File: src/rtl/approx_mul_pipe.sv
// Pipelined unsigned approximate multiplier with per-beat column truncation and valid/ready flow control.
// Optional on-line error monitor enabled by defining APPROX_MUL_ERR_MON_EN.
module approx_mul_pipe #(
    parameter int WIDTH  = 8,
    parameter int STAGES = 2,
    parameter int ERR_W  = 32
) (
    input  logic                         clk,
    input  logic                         rst,
    input  logic                         in_valid,
    output logic                         in_ready,
    input  logic [WIDTH-1:0]             in_a,
    input  logic [WIDTH-1:0]             in_b,
    input  logic [$clog2(WIDTH+1)-1:0]   in_trunc,
    output logic                         out_valid,
    input  logic                         out_ready,
    output logic [2*WIDTH-1:0]           out_p,
    input  logic                         err_clr,
    output logic [ERR_W-1:0]             err_sum,
    output logic [ERR_W-1:0]             err_cnt
);

    localparam int PW = 2 * WIDTH;
    localparam int TW = $clog2(WIDTH + 1);

    logic [STAGES-1:0] valid_q, valid_d, load;
    logic [PW-1:0]     prod_q [STAGES];
    logic [PW-1:0]     prod_d [STAGES];
    logic [TW-1:0]     trunc_c;
    logic              in_fire;

    // Keeps only partial products in columns >= t, then adds half an LSB of the kept range.
    function automatic logic [PW-1:0] approx_mul(input logic [WIDTH-1:0] a,
                                                 input logic [WIDTH-1:0] b,
                                                 input logic [TW-1:0]    t);
        logic [PW-1:0] acc;
        acc = '0;
        for (int i = 0; i < WIDTH; i++) begin
            for (int j = 0; j < WIDTH; j++) begin
                if (a[i] && b[j] && (i + j >= int'(t))) begin
                    acc = acc + (PW'(1) << (i + j));
                end
            end
        end
        if (t != '0 && a != '0 && b != '0) begin
            acc = acc + (PW'(1) << (int'(t) - 1));
        end
        return acc;
    endfunction

    assign trunc_c = (in_trunc > TW'(WIDTH)) ? TW'(WIDTH) : in_trunc;

    // A slot may load when it is empty or its beat moves on; evaluated from the output backwards.
    always_comb begin
        logic chain;
        chain = out_ready;
        load  = '0;
        for (int s = STAGES - 1; s >= 0; s--) begin
            load[s] = !valid_q[s] || chain;
            chain   = load[s];
        end
    end

    assign in_ready  = load[0] && !rst;
    assign in_fire   = in_valid && in_ready;
    assign out_valid = valid_q[STAGES-1];
    assign out_p     = prod_q[STAGES-1];

    always_comb begin
        valid_d = valid_q;
        prod_d  = prod_q;
        if (load[0]) begin
            valid_d[0] = in_fire;
        end
        if (in_fire) begin
            prod_d[0] = approx_mul(in_a, in_b, trunc_c);
        end
        for (int s = 1; s < STAGES; s++) begin
            if (load[s]) begin
                valid_d[s] = valid_q[s-1];
                if (valid_q[s-1]) begin
                    prod_d[s] = prod_q[s-1];
                end
            end
        end
    end

    always_ff @(posedge clk) begin
        if (rst) begin
            valid_q <= '0;
            for (int s = 0; s < STAGES; s++) begin
                prod_q[s] <= '0;
            end
        end else begin
            valid_q <= valid_d;
            prod_q  <= prod_d;
        end
    end

`ifdef APPROX_MUL_ERR_MON_EN
    localparam int SW = ((ERR_W > PW) ? ERR_W : PW) + 1;
    localparam logic [ERR_W-1:0] ERR_MAX = '1;

    logic [PW-1:0]    exact_q [STAGES];
    logic [PW-1:0]    exact_d [STAGES];
    logic [PW-1:0]    diff;
    logic [SW-1:0]    sum_wide;
    logic [ERR_W-1:0] err_sum_q, err_sum_d, err_cnt_q, err_cnt_d;
    logic             out_fire;

    // The exact product rides alongside the approximate one, moving under the same enables.
    always_comb begin
        exact_d = exact_q;
        if (in_fire) begin
            exact_d[0] = PW'(in_a) * PW'(in_b);
        end
        for (int s = 1; s < STAGES; s++) begin
            if (load[s] && valid_q[s-1]) begin
                exact_d[s] = exact_q[s-1];
            end
        end
    end

    assign out_fire = out_valid && out_ready;
    assign diff     = (exact_q[STAGES-1] >= out_p) ? (exact_q[STAGES-1] - out_p)
                                                   : (out_p - exact_q[STAGES-1]);
    assign sum_wide = SW'(err_sum_q) + SW'(diff);

    always_comb begin
        err_sum_d = err_sum_q;
        err_cnt_d = err_cnt_q;
        if (err_clr) begin
            err_sum_d = '0;
            err_cnt_d = '0;
        end else if (out_fire) begin
            err_sum_d = (sum_wide > SW'(ERR_MAX)) ? ERR_MAX : sum_wide[ERR_W-1:0];
            err_cnt_d = (err_cnt_q == ERR_MAX) ? err_cnt_q : err_cnt_q + ERR_W'(1);
        end
    end

    always_ff @(posedge clk) begin
        if (rst) begin
            err_sum_q <= '0;
            err_cnt_q <= '0;
            for (int s = 0; s < STAGES; s++) begin
                exact_q[s] <= '0;
            end
        end else begin
            err_sum_q <= err_sum_d;
            err_cnt_q <= err_cnt_d;
            exact_q   <= exact_d;
        end
    end

    assign err_sum = err_sum_q;
    assign err_cnt = err_cnt_q;
`else
    logic unused_err_clr;
    assign unused_err_clr = err_clr;
    assign err_sum = '0;
    assign err_cnt = '0;
`endif

endmodule

File: config.mk
export PLATFORM = sky130hd
export DESIGN_NAME = approx_mul_pipe
export DESIGN_NICKNAME = d
export VERILOG_FILES = /design/src/rtl/approx_mul_pipe.sv
export SDC_FILE = /design/constraint.sdc
export NUM_CORES = 1
export LEC_CHECK = 0
export CAP_MARGIN = 30
export CORE_MARGIN = 5
export CORE_UTILIZATION = 57
export CTS_CLUSTER_SIZE = 25
export DETAILED_ROUTE_END_ITERATION = 10
export GPL_TIMING_DRIVEN = 1
export PLACE_DENSITY_LB_ADDON = 0.08
export SKIP_LAST_GASP = 1
export SYNTH_ARGS = -nofsm -noshare
export SYNTH_HDL_FRONTEND = slang
export SYNTH_SLANG_ARGS = --single-unit
File: constraint.sdc
create_clock -name clk -period 32.4 [get_ports clk]
set_input_delay 9.72 -clock clk [delete_from_list [all_inputs] [get_ports clk]]
set_output_delay 9.72 -clock clk [all_outputs]
set_load 0.01 [all_outputs]
### After elaboration in Yosys (flattened, before gate mapping)

Cells that the tools add are included.

* add/sub/neg operators: 65
* magnitude comparators: 16
* shift-type cells: 1
* mux-type cells: 130
* reduce and logical (&&, ||, !) cells: 141

Operator list (count)
* $mux W16: 128
* $logic_and A1 B1 Y1: 132
* $add A16 B8 Y16 const B: 8
* $add A16 B7 Y16 const B: 7
* $add A16 B9 Y16 const B: 7
* $add A16 B10 Y16 const B: 6
* $add A16 B6 Y16 const B: 6
* $add A16 B11 Y16 const B: 5
* $add A16 B5 Y16 const B: 5
* $add A16 B12 Y16 const B: 4
* $add A16 B4 Y16 const B: 4
* $add A16 B13 Y16 const B: 3
* $add A16 B3 Y16 const B: 3
* $add A16 B14 Y16 const B: 2
* $add A16 B2 Y16 const B: 2
* $shl A1 B32 Y16 const A: 1
* $ge A4 B4 Y1 const A: 7
* $add A16 B15 Y16 const B: 1
* $add A16 B16 Y16: 1
* $ge A3 B4 Y1 const A: 4
* $reduce_bool A8 Y1: 2
* $ge A1 B4 Y1 const A: 2
* $ge A2 B4 Y1 const A: 2
* $sub A4 B1 Y5 const B: 1
* 7 further kinds: 10

* flip-flop bits (word level): 34
* bits of input ports: 25

### Depth between registers and ports, before layout

Gate-level depths: netlist of the first run.

* depth in word-level cells: 197
* gate-level depth with buffers: 127

### Worst setup path after synthesis of the first run

No wires, ideal clock.

* path kind: input to register
* from: input port in_trunc[3]
* to: register prod_q[31] (netlist bit)
* setup time: 0.069 ns
* arrival: 34.155 ns
* required time: 32.331 ns
* slack: -1.824 ns
* stages on the path: 124
* path buffers: 9
* cell sequence: buf_4 -> clkbuf_1 -> nand2b_1 -> inv_1 -> ha_1 -> nor2b_1 -> nor4b_1 -> ha_1 -> nand3_1 -> nand4b_1 -> nand2_1 -> ha_1 -> nand2_1 -> or3_1 -> xnor2_1 -> xnor2_1 -> ha_1 -> and2_1 -> [88 not listed] -> xor2_1 -> ha_1 -> o21ai_0 -> a222oi_1 -> xnor2_1 -> ha_1 -> a21oi_1 -> nor2_1 -> xnor2_1 -> xnor2_1 -> xnor2_1 -> xnor2_1 -> xnor2_1 -> xnor2_1 -> xnor2_1 -> xnor2_1 -> xnor3_1 -> o21ai_1

* cells in the longest elaborated chain, start to end: 197
* elaborated cells between the ends (all ways): 279
* classes of those cells: add/sub (65); order compare (16); shift (1); mux (130); reduce/logical (67)

Ends and longest elaborated chain
* start, declared: line 14 `input logic [$clog2(WIDTH+1)-1:0] in_trunc,`
* $gt A4 B4 Y1: line 51 `assign trunc_c = (in_trunc > TW'(WIDTH)) ? TW'(WIDTH) : in_trunc;`
* $mux W4 (*): line 51
* $ge A1 B4 Y1: line 40 `if (a[i] && b[j] && (i + j >= int'(t))) begin`
* $logic_and A1 B1 Y1: line 40
* $mux W1: line 40
* $mux W16: line 75 `if (in_fire) begin`
* $add A16 B2 Y16: line 41 `acc = acc + (PW'(1) << (i + j));`
* $mux W16: line 40
* [181 not listed]
* $add A16 B14 Y16: line 41
* $mux W16: line 40
* $mux W16: line 75
* $add A16 B15 Y16: line 41
* $mux W16: line 40
* $mux W16: line 75
* $add A16 B16 Y16: line 46 `acc = acc + (PW'(1) << (int'(t) - 1));`
* $mux W16 (*): line 45 `if (t != '0 && a != '0 && b != '0) begin`
* end signal, assigned: line 96 `prod_q <= prod_d;`
* end, declared: line 27 `logic [PW-1:0] prod_q [STAGES];`

Every way passes the cells marked *; elsewhere a longest branch is shown, timed or not. The select of a mux whose other input is x is not followed.
A chain may end at the register's enable or synchronous reset.

### Worst setup path in the final report of the first run

* from: input port in_trunc[2]
* to: register prod_q[31] (netlist bit)

The elaborated chain is that of the path after synthesis.

==> reports/qor.yml, run 1 <==
worst_setup_path:
  crit_buf_inv: 9
  crit_end: "prod_q[31]"
  endpoint_kind: "register"
  cp_top_family: "XOR/XNOR gates"
  startpoint: "in_trunc[2]"
  reg2reg_depth: 5
  r2r-end: "prod_q[25]"
  worstPathRequired_ps: 32590
  cp_max_fo: 4
  crit_path_frequent_cell: "ha_4"
  path_class: "in -> reg"
  crit_slowest_cell: "or4_4"
  critPathMaxStageDelay_ps: 550
  worstSetupPathDepth: 115
  rr_startpoint: "valid_q[1]"
  start_kind: "primary input"
  cp.arrival_ps: 31860
  r2r_setup_slack_ps: 30420
timing:
  fin_crit_ps: 31670
  period_share_pct: 97.74
  setup_viol: 0
  finalClockSkew_ps: 6.307
  tns_ps: 0
  worst_pin_slew_ps: 1007
  slew_violations: 0
  slew-limit-headroom_pct: 32.65
  final_hold_viol_count: 0
  max_freq_ghz: 0.03158
final_layout:
  area_growth_pct: 30.02
  nNetsFinal: 2681
  drive_above_1_share_pct: 29.21
  final_core_util_pct: 75.01
logic_synthesis:
  asyncSetResetFlopFracSynth_pct: 0
  synth_area_sq_mm: 0.01550
  ys_ff_latch: 34
  synth-edff-count: 0
  yosysMostFrequentCell: "nand2_1"
  synth_common_cells: "nand2_1 (235), xnor2_1 (158), nor2_1 (151)"
  synth_area_leaders: "xnor2_1 (8.9%), ha_1 (6.1%), nand2_1 (5.7%)"
  yosys.area.top_type_share_pct: 8.925
  yosysSeqAreaShare_pct: 4.390
  dominantRegCellSynth: "dfxtp_1"
  ys_types: 133
  yosysTopAreaCell: "xnor2_1"
  yosys_warnings: 0
  syn_area_per_cell_sq_um: 7.125
  syn_inst: 2176
run_status:
  status: "finished, final reports clean"
power_and_ir_drop:
  irDropWorstVdd_mv: 0.08185
  p_per_area_mw_per_mm2: 58.04
  power_leakage_nw: 8.773
floorplanning:
  io-pin-count: 107
  coreArea_sq_mm: 0.02688
  die_w_um: 174.9
  rows: 60
  initial_utilization_pct: 57.69
  die_h_um: 174.9
  die-area_sq_mm: 0.03060
drt:
  drt-total-wl_um: 46490
  viasPerCell: 5.921
  route.detailed.drc: 0
  drtIter0Drc: 1214
  dr.pass1.iters: 6
  postRouteAntennaNets: 0
  wire_per_inst_um: 15.91
  route.vias.total: 17310
run:
  drv_cap: 0
place:
  routabilityCongestion: 0.9221
  hpwlAfterDp_um: 36870
  port_buffers: 41
clocking:
  cts_made_buffers: 5
  cts_tree: "yes"
  htree_levels: 2
  cts_root_buf: "clkbuf_16"
  clk_pin_slew_worst_paths_ps: 50
  clkLatencyLatePin_ps: 270
  cts.sinks: 34
  clk_path_buf_depth: 2
grt:
  overflow: 0
  grt_pass1_vias: 16020
  track_usage_pct: 28.05
  grt_max_degree: 36
  antenna_found_initial: 1
  grt_pass1_wl_um: 74840
min_path:
  min_path_type: "reg -> reg"
## cell families (layout without fill, tap and decap cells)
logic type / Yosys count / count (layout) / share of synthesized area [%]
mux: 63 / 63 / 4.559
xor+xnor: 274 / 274 / 20.17
compound gates: 512 / 512 / 23.32
flops: 34 / 34 / 4.390
other cells: 1 / 70 / 0.02419
fa+ha+maj: 78 / 78 / 6.311
simple gates: 968 / 968 / 33.01
buf+inv: 246 / 583 / 8.223
## worst min-delay path by stage
stage | startpoint | to | slack (ps) | cells past startpoint
global placement | out_p[5] | out_p[5] | 440 | 2
CTS | prod_q[22] | out_p[6] | 450 | 2
finish | prod_q[22] | out_p[6] | 450 | 2
floorplan | prod_q[16] | out_p[0] | 430 | 2
detailed placement | prod_q[22] | out_p[6] | 440 | 2
global route | out_p[0] | out_p[0] | 470 | 2
## registers in the layout, summed over array words and instances, names as in the netlist
name	cells
out_p	16
prod_q	16
valid_q	2
## routing by layer
| layer | wire length, um | global-route usage, % |
|---|---|---|
| met3 | 2154 | 1.882 |
| met4 | 1187 | 7.103 |
| met1 | 21300 | 38.17 |
| met2 | 21860 | 48.48 |
| met5 | 0 | 0 |
## what timing repair did
action                                  CTS  global route
gates cloned                              0             0
hold buffers                              0             0
pin swaps                                14            89
buffers inserted                          8            33
gates resized for setup                  18           130
endpoints found under the setup margin    1             1
## stage by stage
stage / hold WS (ps) / area (sq um) / cells / power (mW) / setup slack (ps)
after floorplan: 431.9 / 16010 / 2244 / 0.6615 / 10.04
after global placement: 443.0 / 19010 / 2873 / 0.9490 / -327.5
after detailed placement: 444.9 / 19020 / 2874 / 0.9796 / -736.8
after CTS: 452.6 / 19300 / 2890 / 1.059 / 121.5
after global routing: 468.0 / 20160 / 2923 / 1.271 / -238.4
final: 451.1 / 20160 / 2923 / 1.170 / 733.6
## area by class of cell
| cell class | instances | area (sq um) |
|---|---|---|
| Antenna cell | 1 | 2.502 |
| Clock buffer | 7 | 142.6 |
| Clock inverter | 1 | 5.005 |
| Fill cell | 2128 | 6716 |
| Inverter | 70 | 265.3 |
| Multi-Input combinational cell | 1964 | 14730 |
| Sequential cell | 34 | 680.7 |
| Tap cell | 341 | 426.7 |
| Timing Repair Buffer | 505 | 3906 |
## worst reg2reg max path: cells and delay by family (launching register included)
| kind | cells | cell delay, ps |
|---|---|---|
| compound gates | 3 | 790 |
| simple gates | 2 | 740 |
| flops | 1 | 300 |
## where the power goes
group	internal, mW	switching [mW]
clock	0.0304	0.0158
combinational	0.555	0.517
sequential	0.0484	0.00309
total	0.634	0.536
## layout by cell type (no fill, tap or decap), types with 17 or more instances in the layout
cell / instances
a21o_1: 24
a21oi_1: 124
a31oi_1: 30
and2_1: 45
and3_1: 66
buf_4: 462
clkdlybuf4s50_1: 36
conb_1: 69
dfxtp_1: 34
ha_1: 55
inv_1: 59
mux2i_1: 37
nand2_1: 225
nand2b_1: 30
nand3_1: 129
nand4_1: 20
nor2_1: 139
nor2b_1: 26
nor3_1: 72
nor4_1: 22
o21a_1: 17
o21ai_0: 70
or3_1: 24
xnor2_1: 133
xnor2_2: 31
xnor3_1: 22
xor2_1: 52
Power figures use the tool's default switching activity.
==> run 2, diff against run 1 <==
--- a/config.mk
+++ b/config.mk
@@ -6,7 +6,7 @@
 export NUM_CORES = 1
 export LEC_CHECK = 0
 export CAP_MARGIN = 30
-export CORE_MARGIN = 5
+export CORE_MARGIN = 2
 export CORE_UTILIZATION = 57
 export CTS_CLUSTER_SIZE = 25
 export DETAILED_ROUTE_END_ITERATION = 10
==> run 2 against run 1 <==
Cell count is 1.5% lower. Total power is 2.6% lower. Via count is 0.47% lower. Highest routed layer unchanged. Worst setup slack worse by 140 ps. Critical path depth is 4 higher. Routed wire length is 0.60% lower. Worst hold slack hardly changed. Largest power group unchanged.
==> reports/qor.yml, run 2 (synthesis results as in run 1) <==
worst_setup_path:
  cp_max_fo: 4
  reg2reg_depth: 5
  endpoint_kind: "register"
  critPathMaxStageDelay_ps: 510
  path_class: "in -> reg"
  crit_slowest_cell: "xor3_2"
  cp.arrival_ps: 32000
  start_kind: "primary input"
  crit_path_frequent_cell: "ha_4"
  worstPathRequired_ps: 32600
power_and_ir_drop:
  p_comb_share_pct: 90.9
  p_per_area_mw_per_mm2: 57.68
  internal-power_uw: 620.0
  irDropWorstVdd_mv: 0.06095
  fin_total_pwr_mw: 1.140
  swShare_pct: 45.60
  p_sw_uw: 519.8
  clockPowerShare_pct: 4.6
  power_leakage_nw: 8.558
  seqPwrFrac_pct: 4.5
grt:
  overflow: 0
  grt_pass1_wl_um: 74810
  grt_pass1_vias: 16080
  antenna_found_initial: 0
  track_usage_pct: 30.76
  grt_max_degree: 36
clocking:
  cts_tree: "yes"
  clk_path_buf_depth: 2
  cts_hold_buf: 0
  clkLatencyLatePin_ps: 280
  cts.sinks: 34
  clk_pin_slew_worst_paths_ps: 50
  cts_made_buffers: 5
  cts_root_buf: "clkbuf_16"
  htree_levels: 2
drt:
  drt-total-wl_um: 46210
  route.vias.total: 17230
  wire_per_inst_um: 16.05
  route.detailed.drc: 0
  viasPerCell: 5.981
  postRouteAntennaNets: 0
  dr.pass1.iters: 7
  drtIter0Drc: 1288
timing:
  max_freq_ghz: 0.03144
  final_hold_viol_count: 0
  whs_ps: 451.5
  fin_ws_ps: 597.8
  slew_violations: 0
  period_share_pct: 98.15
  rsz0062_at_grt: "yes"
  setup_viol: 0
  fin_crit_ps: 31800
  worst_pin_slew_ps: 979.2
  finalClockSkew_ps: 5.608
  slew-limit-headroom_pct: 34.51
floorplanning:
  io-pin-count: 107
  die_h_um: 168.9
  die_w_um: 168.9
  die-area_sq_mm: 0.02854
  rows: 60
  coreArea_sq_mm: 0.02680
  initial_utilization_pct: 57.85
final_layout:
  multi_input_area_sq_mm: 0.01463
  drive_above_1_share_pct: 27.69
  final_common_cell: "buf_4"
  fill_cells: 2196
  post-route-cell-area_sq_mm: 0.01976
  antenna_cells: 0
  nNetsFinal: 2639
  regArea_sq_um: 680.7
  layout_common_cells: "buf_4 (420), nand2_1 (229), nor2_1 (139), xnor2_1 (135), nand3_1 (129)"
  area_growth_pct: 27.46
min_path:
  holdPathStages: 2
  min_path_type: "reg -> reg"
run_status:
  status: "finished, final reports clean"
place:
  place_ws_ps: -686.3
  routabilityCongestion: 0.9317
  port_buffers: 41
  hpwlAfterDp_um: 36470
  dpl_cell_area_sq_mm: 0.01873
run:
  drv_cap: 0
==> run 2: cell count changes in the layout (fill, tap and decap cells not counted), moves of 3 or more <==
cell     previous run  this run
xnor2_4            11         8
buf_4             462       420
nand2_1           225       229
nand2_2             9         3
==> run 2: worst paths after layout <==
kind / start / slack, ps / endpoint
max reg2reg: valid_q[1] / 30440 / prod_q[20]
max: in_trunc[3] / 600 / prod_q[31]
min reg2reg: prod_q[25] / 450 / out_p[9]
min: prod_q[25] / 450 / out_p[9]
==> run 2: power by group through the flow <==
stage | Clock [mW] | Sequential (mW) | Combinational (mW)
after floorplan | 0 | 0.0515 | 0.610
after global placement | 0 | 0.0520 | 0.888
after detailed placement | 0 | 0.0522 | 0.915
after CTS | 0.0530 | 0.0516 | 0.932
after global routing | 0.0551 | 0.0524 | 1.13
final | 0.0526 | 0.0517 | 1.04
==> run 2: per-layer routing <==
layer  track usage [%]  share of wire (%)  vias to the layer above
met5                 0                  0                        -
met4             8.471                2.6                        0
met3             2.712                4.3                       95
met2             53.21                 47                      459
met1             40.97                 46                     8130
li1                  -                  -                     8541
==> run 2: area by class of cell <==
type                            instances  share of cell area (%)
Tap cell                              341                   2.159
Timing Repair Buffer                  463                   18.20
Clock inverter                          1                  0.1519
Multi-Input combinational cell       1964                   74.02
Sequential cell                        34                   3.444
Inverter                               70                   1.349
Clock buffer                            7                  0.6711
==> run 2: what timing repair did <==
action,in CTS,in global routing
setup endpoints to repair,1,2
hold endpoints to repair,0,0
pin swaps,8,83
setup buffers,5,33
gates resized for setup,16,120
cloned,0,0
==> run 2: metrics by stage <==
stage          setup TNS (ps)  cells  util [%]
2_1_floorplan               0   2244         -
5_1_grt                -398.0   2880     73.74
6_report                    0   2880     73.74
4_1_cts                     0   2848     70.92
3_5_place_dp           -686.3   2835     69.88
3_3_place_gp           -213.2   2834     69.85
==> run 2: critical path: cells and delay by family <==
kind / cells / cell delay [ps]
XOR/XNOR: 34 / 7590
buffers and inverters: 10 / 1070
adder cells (fa/ha/maj): 21 / 4630
AND/OR/NAND/NOR: 40 / 6440
AO/OA/AOI/OAI: 11 / 1910
multiplexers: 3 / 600
==> run 3, diff against run 2 <==
--- a/config.mk
+++ b/config.mk
@@ -6,10 +6,11 @@
 export NUM_CORES = 1
 export LEC_CHECK = 0
 export CAP_MARGIN = 30
-export CORE_MARGIN = 2
+export CORE_MARGIN = 10
 export CORE_UTILIZATION = 57
 export CTS_CLUSTER_SIZE = 25
 export DETAILED_ROUTE_END_ITERATION = 10
+export GPL_ROUTABILITY_DRIVEN = 0
 export GPL_TIMING_DRIVEN = 1
 export PLACE_DENSITY_LB_ADDON = 0.08
 export SKIP_LAST_GASP = 1
==> run 3 against run 2 <==
Worst hold slack gained 0.73 ps. First-iteration DRC count rose by 6.1%. Die area increased by 20%. Worst setup slack lost 28 ps. Utilization shrank 0.052 points. Clock-buffer cell count fell by 1. Clock skew shrank 1.9 ps. Register-to-register slack got worse by 20 ps. Routed wire length increased by 0.95%. Sequential power hardly changed. Total power up 2.5%. Combinational power barely moved. Critical path type unchanged. Largest power group unchanged.
==> reports/qor.yml, run 3 (synthesis results as in run 1) <==
timing:
  period_share_pct: 98.24
  fin_crit_ps: 31830
  finalClockSkew_ps: 3.720
  whs_ps: 452.2
  worst_pin_slew_ps: 904.7
  slew-limit-headroom_pct: 39.54
  slew_violations: 0
  setup_viol: 0
  final_hold_viol_count: 0
  tns_ps: 0
  max_freq_ghz: 0.03142
final_layout:
  final_core_util_pct: 73.69
  nNetsFinal: 2642
  finalNonFillerCells: 2882
  regArea_sq_um: 680.7
  drive_above_1_share_pct: 27.90
  layout_common_cells: "buf_4 (423), nand2_1 (230), nor2_1 (138), xnor2_1 (134), nand3_1 (129)"
  multi_input_area_sq_mm: 0.01465
  final_common_cell: "buf_4"
  area_growth_pct: 27.73
  fill_cells: 2138
  antenna_cells: 0
grt:
  grt_max_degree: 36
  grt_pass1_wl_um: 74870
  track_usage_pct: 25.32
  antenna_found_initial: 0
  overflow: 0
  grt_pass1_vias: 16090
drt:
  wire_per_inst_um: 16.19
  viasPerCell: 5.983
  dr.pass1.iters: 6
  drt-total-wl_um: 46650
  drtIter0Drc: 1366
  route.vias.total: 17240
  postRouteAntennaNets: 0
  route.detailed.drc: 0
clocking:
  clk_path_buf_depth: 2
  cts.sinks: 34
  clk_pin_slew_worst_paths_ps: 50
  cts_made_buffers: 5
  htree_levels: 2
  clkLatencyLatePin_ps: 270
  cts_root_buf: "clkbuf_16"
  cts_tree: "yes"
  cts_hold_buf: 0
worst_setup_path:
  critPathMaxStageDelay_ps: 550
  worstPathRequired_ps: 32590
  r2r_setup_slack_ps: 30420
  r2r-end: "prod_q[25]"
  reg2reg_depth: 5
  cp_max_fo: 5
  path_class: "in -> reg"
  rr_startpoint: "valid_q[1]"
  start_kind: "primary input"
  cp_top_family: "XOR/XNOR gates"
  cp.arrival_ps: 32020
  crit_buf_inv: 9
  endpoint_kind: "register"
  crit_slowest_cell: "or4_4"
power_and_ir_drop:
  irDropWorstVdd_mv: 0.08188
  p_per_area_mw_per_mm2: 58.98
  power_leakage_nw: 8.531
min_path:
  min_to: "out_p[5]"
  holdPathStages: 2
  min_from: "out_p[5]"
  min_path_type: "reg -> reg"
run:
  drv_cap: 0
floorplanning:
  die_h_um: 184.9
  initial_utilization_pct: 57.69
  rows: 60
  die-area_sq_mm: 0.03420
  io-pin-count: 107
  die_w_um: 184.9
  coreArea_sq_mm: 0.02688
place:
  dpl.cell_count: 2850
  port_buffers: 41
  hpwlAfterDp_um: 37030
run_status:
  status: "finished, final reports clean"
run 3: cell count changes in the layout (fill, tap and decap cells not counted), sizes merged:
cell,change
buf,+3
dlymetal6s2s,-2
clkdlybuf4s50,+2
clkbuf,-1
run 3: cell type report:
class                      count  share of cell area, %
multi-input combinational   1964                  73.98
sequential                    34                  3.437
timing repair buffer         466                  18.25
inverter                      70                  1.333
clock buffer                   6                 0.7013
clock inverter                 1                 0.1516
tap                          341                  2.154
run 3: how the worst max path moves through the flow:
stage	from	to	slack [ps]	cells past startpoint
2_1_floorplan	in_trunc[3]	prod_q[31]	10	123
5_1_grt	in_trunc[3]	prod_q[31]	-350	117
3_5_place_dp	in_trunc[3]	prod_q[31]	-800	119
6_report	in_trunc[3]	prod_q[31]	570	117
3_3_place_gp	in_trunc[3]	prod_q[31]	-440	120
4_1_cts	in_trunc[3]	prod_q[31]	140	122
run 3: tightest hold or removal path, stage by stage (launching register included):
cell and delay (ps):
dfxtp_1 300, nand2_1 50, a21oi_1 50
run 3: through the flow:
stage / instance area [sq um] / total power [mW] / worst slack, ps
4_1_cts: 19240 / 1.072 / 140.2
3_3_place_gp: 18850 / 0.9403 / -436.3
5_1_grt: 19800 / 1.265 / -350.7
3_5_place_dp: 18850 / 0.9688 / -796.0
2_1_floorplan: 16010 / 0.6615 / 10.04
6_report: 19800 / 1.168 / 569.5
run 3: timing repair:
action / CTS / global route
buffers inserted: 10 / 17
gates cloned: 0 / 0
pin swaps: 17 / 69
resized for setup: 28 / 103
setup endpoints to repair: 1 / 1
run 3: where the power goes:
part	internal (mW)	switching [mW]
combinational	0.545	0.518
clock	0.0378	0.0157
sequential	0.0484	0.00309
run 3: metal layers:
| layer | wire [um] | share of wire, % | GRT usage [%] |
|---|---|---|---|
| met1 | 21150 | 45 | 33.23 |
| met2 | 22660 | 49 | 44.74 |
| met3 | 2019 | 4.3 | 1.215 |
| met4 | 820 | 1.8 | 5.202 |
| met5 | 0 | 0 | 0 |
